<file path="src/rtl/apb_slave_mem_if.sv">
// APB bus bundle between the bridge (master) and one memory completer (slave).
interface apb_slave_mem_if #(
    parameter int ADDR_WIDTH = 8,
    parameter int DATA_WIDTH = 8
);
    logic                  psel;
    logic                  penable;
    logic                  pwrite;
    logic [ADDR_WIDTH-1:0] paddr;
    logic [DATA_WIDTH-1:0] pwdata;
    logic [DATA_WIDTH-1:0] prdata;
    logic                  pready;
    logic                  pslverr;

    modport master (
        output psel, penable, pwrite, paddr, pwdata,
        input  prdata, pready, pslverr
    );

    modport slave (
        input  psel, penable, pwrite, paddr, pwdata,
        output prdata, pready, pslverr
    );
endinterface

</file>
<file path="src/rtl/apb_slave_mem.sv">
// APB completer backed by a DEPTH-entry memory with programmable wait states
// and an error response for out-of-range local indices.
module apb_slave_mem #(
    parameter int ADDR_WIDTH  = 8,
    parameter int DATA_WIDTH  = 8,
    parameter int DEPTH       = 64,
    parameter int WAIT_CYCLES = 0
) (
    input  logic           pclk,
    input  logic           presetn,
    apb_slave_mem_if.slave apb
);
    localparam int          IDX_W   = ADDR_WIDTH - 1;
    localparam logic [31:0] DEPTH_U = DEPTH;

    localparam logic [1:0] IDLE   = 2'd0;
    localparam logic [1:0] SETUP  = 2'd1;
    localparam logic [1:0] ACCESS = 2'd2;

    typedef struct packed {
        logic                  write;
        logic [IDX_W-1:0]      idx;
        logic [DATA_WIDTH-1:0] wdata;
    } req_t;

    logic [1:0]            state_q, state_d, phase;
    logic [3:0]            cnt_q, cnt_d;
    req_t                  req_q, req_d;
    logic                  pready_q, pready_d;
    logic                  pslverr_q, pslverr_d;
    logic [DATA_WIDTH-1:0] prdata_q, prdata_d;
    logic [DATA_WIDTH-1:0] mem_q [DEPTH];

    logic                  set_ready, wr_en;
    logic                  cur_write, cur_err;
    logic [IDX_W-1:0]      cur_idx;
    logic [31:0]           cur_idx_ext, wr_idx_ext;
    logic [DATA_WIDTH-1:0] rd_data;

    // paddr MSB selects between instances upstream; nothing to decode here.
    logic unused_sel;
    assign unused_sel = apb.paddr[ADDR_WIDTH-1];

    // The APB setup cycle is recognised combinationally so that SETUP work
    // lands on the edge ending it; only IDLE and ACCESS are ever registered.
    always_comb begin
        if (state_q == ACCESS)
            phase = ACCESS;
        else if (apb.psel && !apb.penable)
            phase = SETUP;
        else
            phase = IDLE;
    end

    // A zero-wait read must fetch from the live bus address, not the capture.
    assign cur_idx     = (phase == SETUP) ? apb.paddr[IDX_W-1:0] : req_q.idx;
    assign cur_write   = (phase == SETUP) ? apb.pwrite : req_q.write;
    assign cur_idx_ext = 32'(cur_idx);
    assign cur_err     = (cur_idx_ext >= DEPTH_U);
    assign wr_idx_ext  = 32'(req_q.idx);

    // Out-of-range indices match no entry, so a read returns zero.
    always_comb begin
        rd_data = '0;
        for (int i = 0; i < DEPTH; i++)
            if (cur_idx_ext == 32'(i)) rd_data = mem_q[i];
    end

    always_comb begin
        state_d   = state_q;
        cnt_d     = cnt_q;
        req_d     = req_q;
        pready_d  = 1'b0;
        pslverr_d = 1'b0;
        prdata_d  = prdata_q;
        set_ready = 1'b0;
        wr_en     = 1'b0;

        case (phase)
            SETUP: begin
                req_d.write = apb.pwrite;
                req_d.idx   = apb.paddr[IDX_W-1:0];
                req_d.wdata = apb.pwdata;
                cnt_d       = 4'(WAIT_CYCLES);
                state_d     = ACCESS;
                set_ready   = (WAIT_CYCLES == 0);
            end
            ACCESS: begin
                if (!(apb.psel && apb.penable)) begin
                    state_d = IDLE;
                    cnt_d   = '0;
                end else if (pready_q) begin
                    wr_en   = req_q.write && !cur_err;
                    state_d = IDLE;
                end else if (cnt_q > 4'd1) begin
                    cnt_d = cnt_q - 4'd1;
                end else begin
                    cnt_d     = '0;
                    set_ready = 1'b1;
                end
            end
            default: ;
        endcase

        if (set_ready) begin
            pready_d  = 1'b1;
            pslverr_d = cur_err;
            if (!cur_write) prdata_d = rd_data;
        end
    end

    always_ff @(posedge pclk or negedge presetn) begin
        if (!presetn) begin
            state_q   <= IDLE;
            cnt_q     <= '0;
            req_q     <= '0;
            pready_q  <= 1'b0;
            pslverr_q <= 1'b0;
            prdata_q  <= '0;
        end else begin
            state_q   <= state_d;
            cnt_q     <= cnt_d;
            req_q     <= req_d;
            pready_q  <= pready_d;
            pslverr_q <= pslverr_d;
            prdata_q  <= prdata_d;
        end
    end

    always_ff @(posedge pclk or negedge presetn) begin
        if (!presetn) begin
            for (int i = 0; i < DEPTH; i++) mem_q[i] <= '0;
        end else begin
            for (int i = 0; i < DEPTH; i++)
                if (wr_en && wr_idx_ext == 32'(i)) mem_q[i] <= req_q.wdata;
        end
    end

    assign apb.pready  = pready_q;
    assign apb.pslverr = pslverr_q;
    assign apb.prdata  = prdata_q;
endmodule

</file>
<file path="src/flat_wrapper.sv">
// flat-port wrapper written by rule: the top's interface ports become plain ports
module apb_slave_mem_flat 
#(
    parameter int ADDR_WIDTH  = 8,
    parameter int DATA_WIDTH  = 8,
    parameter int DEPTH       = 64,
    parameter int WAIT_CYCLES = 0
)
  (pclk, presetn, apb_psel, apb_penable, apb_pwrite, apb_paddr, apb_pwdata, apb_prdata, apb_pready, apb_pslverr);
  apb_slave_mem_if #(.ADDR_WIDTH(ADDR_WIDTH), .DATA_WIDTH(DATA_WIDTH)) apb_i ();
  input  logic pclk;
  input  logic presetn;
  input wire logic [$bits(apb_i.psel)-1:0] apb_psel;
  input wire logic [$bits(apb_i.penable)-1:0] apb_penable;
  input wire logic [$bits(apb_i.pwrite)-1:0] apb_pwrite;
  input wire logic [$bits(apb_i.paddr)-1:0] apb_paddr;
  input wire logic [$bits(apb_i.pwdata)-1:0] apb_pwdata;
  output wire logic [$bits(apb_i.prdata)-1:0] apb_prdata;
  output wire logic [$bits(apb_i.pready)-1:0] apb_pready;
  output wire logic [$bits(apb_i.pslverr)-1:0] apb_pslverr;
  assign apb_i.psel = apb_psel;
  assign apb_i.penable = apb_penable;
  assign apb_i.pwrite = apb_pwrite;
  assign apb_i.paddr = apb_paddr;
  assign apb_i.pwdata = apb_pwdata;
  assign apb_prdata = apb_i.prdata;
  assign apb_pready = apb_i.pready;
  assign apb_pslverr = apb_i.pslverr;
  apb_slave_mem #(.ADDR_WIDTH(ADDR_WIDTH), .DATA_WIDTH(DATA_WIDTH), .DEPTH(DEPTH), .WAIT_CYCLES(WAIT_CYCLES)) u_core (.pclk(pclk), .presetn(presetn), .apb(apb_i));
endmodule
</file>
<file path="config.mk">
export PLATFORM = sky130hd
export DESIGN_NAME = apb_slave_mem_flat
export DESIGN_NICKNAME = d
export VERILOG_FILES = /design/src/rtl/apb_slave_mem_if.sv /design/src/rtl/apb_slave_mem.sv /design/src/flat_wrapper.sv
export SDC_FILE = /design/constraint.sdc
export NUM_CORES = 1
export LEC_CHECK = 0
export CAP_MARGIN = 20
export CORE_MARGIN = 2
export CORE_UTILIZATION = 52
export CTS_CLUSTER_DIAMETER = 200
export DETAILED_ROUTE_END_ITERATION = 7
export PLACE_DENSITY_LB_ADDON = 0.2
export SLEW_MARGIN = 10
export SYNTH_ARGS = -nofsm -noshare
export SYNTH_HDL_FRONTEND = slang
export SYNTH_SLANG_ARGS = --single-unit
export TNS_END_PERCENT = 30
</file>
<file path="constraint.sdc">
create_clock -name pclk -period 3.8 [get_ports pclk]
set_input_delay 0.38 -clock pclk [delete_from_list [all_inputs] [get_ports pclk]]
set_output_delay 0.38 -clock pclk [all_outputs]
set_load 0.01 [all_outputs]
</file>
==> impl_metrics.toml, run 1 <==
[timing]
max_slew.worst_pin.slew_ns = 1.191
fmax_mhz = 263.1
hold_violations = 0
fin_crit_sh_pct = 100.0
drv_slew = 0
worst_slack_ns = -0.0008633
max_slew_margin_pct = 20.34
post-route-min-period_ns = 3.801
finalClockSkew_ns = 0.01874
setup_viol = 1

[drt]
wl_per_cell_um = 28.97
dr_total_vias = 23810
drt-initial-drc-count = 3239
via_per_inst = 6.711
drc_errors = 0
wl_mm = 102.8
antenna_left = 0
first_pass_iters = 5

[place]
finalWeightedCongestion = 1.030
numPortBuffers = 29
placed_cell_area_um2 = 31670
hpwl_mm = 74.73

[global_routing]
antenna_found_initial = 3
grt_use_total_pct = 38.39
grt-ovfl-total = 0
grt_max_degree = 136
grt_pass1_wl_mm = 154.4
grt_pass1_vias = 23490

[run_status]
status = "complete, but fails checks"
violations = "negative setup slack"

[layout]
layout-drive-gt1-share_pct = 40.59
final_util_pct = 65.44
area_growth_pct = 24.05
nets = 2841
fin_area_um2 = 33710
nFillCells = 4036
final_cell_mix = "534 x dfrtp_1, 509 x mux2_2, 491 x buf_4"
layout_commonest_cell = "dfrtp_1"

[cts]
cts_tree = "built"
clock-sinks = 543
ctsLongestPathBuffers = 3
ctsHtreeMaxLevel = 2
cts.clk_slew.worst_paths_ns = 0.07
postCtsSetupRepairBufs = 0
clkLatencyLatePin_ns = 0.63
numCtsBuffers = 56
cts_root_buffer = "clkbuf_16"

[pwr]
pwr_density_cell_nw_per_um2 = 425.9
total_leakage_power_nw = 16.28
peakVddDrop_mv = 0.3790

[synthesis]
syn_inst = 2380
syn_area_um2 = 27170
ys_seq_area_share_pct = 50.00
ys_seq_elements = 543
synth-main-ff-cell = "dfrtp_1"
async_reset_ff_share_pct = 100.0
avgSynthCellArea_um2 = 11.42
yosys_warnings = 0
yosysUniqueCellTypes = 93
syn_nets = 2403
synth_edf_count = 0

[floorplanning]
core_area_um2 = 51510
fp.dieW_um = 232.6
die_y_um = 232.6
rows = 83
die-area_um2 = 54100
initial_utilization_pct = 52.75
ios = 31

[setup_path]
cp.arrival_ns = 4.35
startpoint_type = "register"
crit_fanout = 13
crit_type = "reg -> reg"
cp.required_ns = 4.35
timing.rr.start = "u_core.req_q[9]"
end_kind = "register"
startpoint = "u_core.req_q[9]"

[flow_run]
drv_cap = 0

[hold_path]
holdCritPathClass = "in -> async"
-- stage by stage --
step	setup slack, ns	hold WS [ns]	cells	total power [mW]	setup TNS, ns
6_report	-0.0008633	0.2853	3548	14.36	-0.0008633
5_1_grt	-0.03931	0.3137	3545	14.71	-0.03931
4_1_cts	0.02579	0.2653	3545	14.28	0
3_5_place_dp	-0.4373	0.3474	3439	8.400	-2.235
3_3_place_gp	-0.4141	0.3510	3439	8.383	-2.349
2_1_floorplan	1.032	0.08441	2380	7.005	0
-- critical path: stages, from the launching register on --
cell and delay, ns:
dfrtp_1 0.64, nor4b_2 0.63, buf_4 0.23, mux2_2 0.15, buf_4 0.23, a221oi_1 0.12, a21oi_1 0.36, o221ai_1 0.25
a211oi_1 0.57, o21ai_0 0.21, buf_4 0.21, a21oi_1 0.12
-- report_power, final --
part | internal, mW | leakage (nW) | switching, mW | total, mW
logic | 0.853 | 7.83 | 1.40 | 2.25
clock network | 3.51 | 0.961 | 2.44 | 5.95
registers | 5.86 | 7.49 | 0.297 | 6.15
-- flip-flops by register name, indices dropped and copies added (netlist names) --
| register | flops |
|---|---|
| u_core.apb.pslverr | 1 |
| u_core.apb.pready | 1 |
| u_core.apb.prdata | 8 |
| u_core.cnt_q | 4 |
| u_core.mem_q | 512 |
| u_core.state_q | 1 |
| u_core.req_q | 16 |
-- routing by layer --
metal | track usage [%] | vias to the layer above | share of wire [%]
met4 | 13.79 | 0 | 3.7
li1 | - | 10010 | -
met5 | 0 | - | 0
met3 | 7.426 | 232 | 10
met1 | 56.14 | 12200 | 42
met2 | 56.89 | 1371 | 44
-- repair_timing --
action	4_1_cts	5_1_grt
hold buffers	1	0
resized for setup	0	8
endpoints found under the setup margin	0	5
hold endpoints to repair	48	0
-- path summary, 6_finish.rpt --
kind,to,slack [ns],cells past startpoint
max,u_core.apb.prdata[3],-0.0009,11
min,u_core.mem_q[359],0.29,2
max reg2reg,u_core.apb.prdata[3],-0.0009,11
min reg2reg,u_core.mem_q[79],0.50,1
max in group asynchronous,u_core.req_q[0],2.33,3
min in group pclk,u_core.req_q[2],0.29,3
-- synth_stat cells (all sizes together) (7+ instances only) --
library cell  number  share of area, %
a221o             12              0.44
a21o               7              0.19
nor4b             10              0.39
nand2b             7              0.16
and4b              7              0.26
o22ai             84               2.0
a2111oi           10              0.35
nor3b              7              0.23
nand2            181               2.5
mux2i             11              0.47
a221oi            46               1.5
buf               41              0.79
mux2             509                21
nor3              49              0.90
nand3             47              0.87
o2111ai            9              0.29
a211oi            31              0.87
o22a               9              0.29
a222oi            22              0.81
a32oi              8              0.29
o32ai              7              0.25
clkbuf           112               1.5
o21ai            114               2.1
or2                8              0.18
nor4bb            11              0.41
a22oi             50               1.4
nor2             125               1.7
a21oi             88               1.7
inv               21              0.29
o211ai            12              0.33
o21a               9              0.25
nand4             12              0.28
a22o              11              0.35
nor4              16              0.37
dfrtp            543                50
o221ai            24              0.77
-- kinds of logic after synthesis --
group           Yosys count  share of synthesized area [%]
compound gates          597                          15.49
fa+ha+maj                 2                        0.09207
buf+inv                 174                          2.624
flops                   543                          50.00
mux                     520                          21.56
simple gates            544                          10.23
-- area by class of cell --
| class | instances | area (um^2) | area share, % |
|---|---|---|---|
| inverters | 21 | 78.83 | 0.2338 |
| multi-input cells | 1663 | 12950 | 38.42 |
| flip-flops and latches | 543 | 13600 | 40.34 |
| clock inverters | 25 | 335.3 | 0.9947 |
| diodes | 3 | 7.507 | 0.02227 |
| clock buffers | 80 | 1654 | 4.907 |
| repair buffers | 533 | 4232 | 12.55 |
| well taps | 680 | 850.8 | 2.524 |
(Power assumes the default switching activity.)
==> inputs of run 2 (changes only) <==
--- a/config.mk
+++ b/config.mk
@@ -5,7 +5,7 @@
 export SDC_FILE = /design/constraint.sdc
 export NUM_CORES = 1
 export LEC_CHECK = 0
-export CAP_MARGIN = 20
+export CAP_MARGIN = 0
 export CORE_MARGIN = 2
 export CORE_UTILIZATION = 52
 export CTS_CLUSTER_DIAMETER = 200
==> results of run 2 <==
Final layout, timing and power as in run 1 (identical DEF).
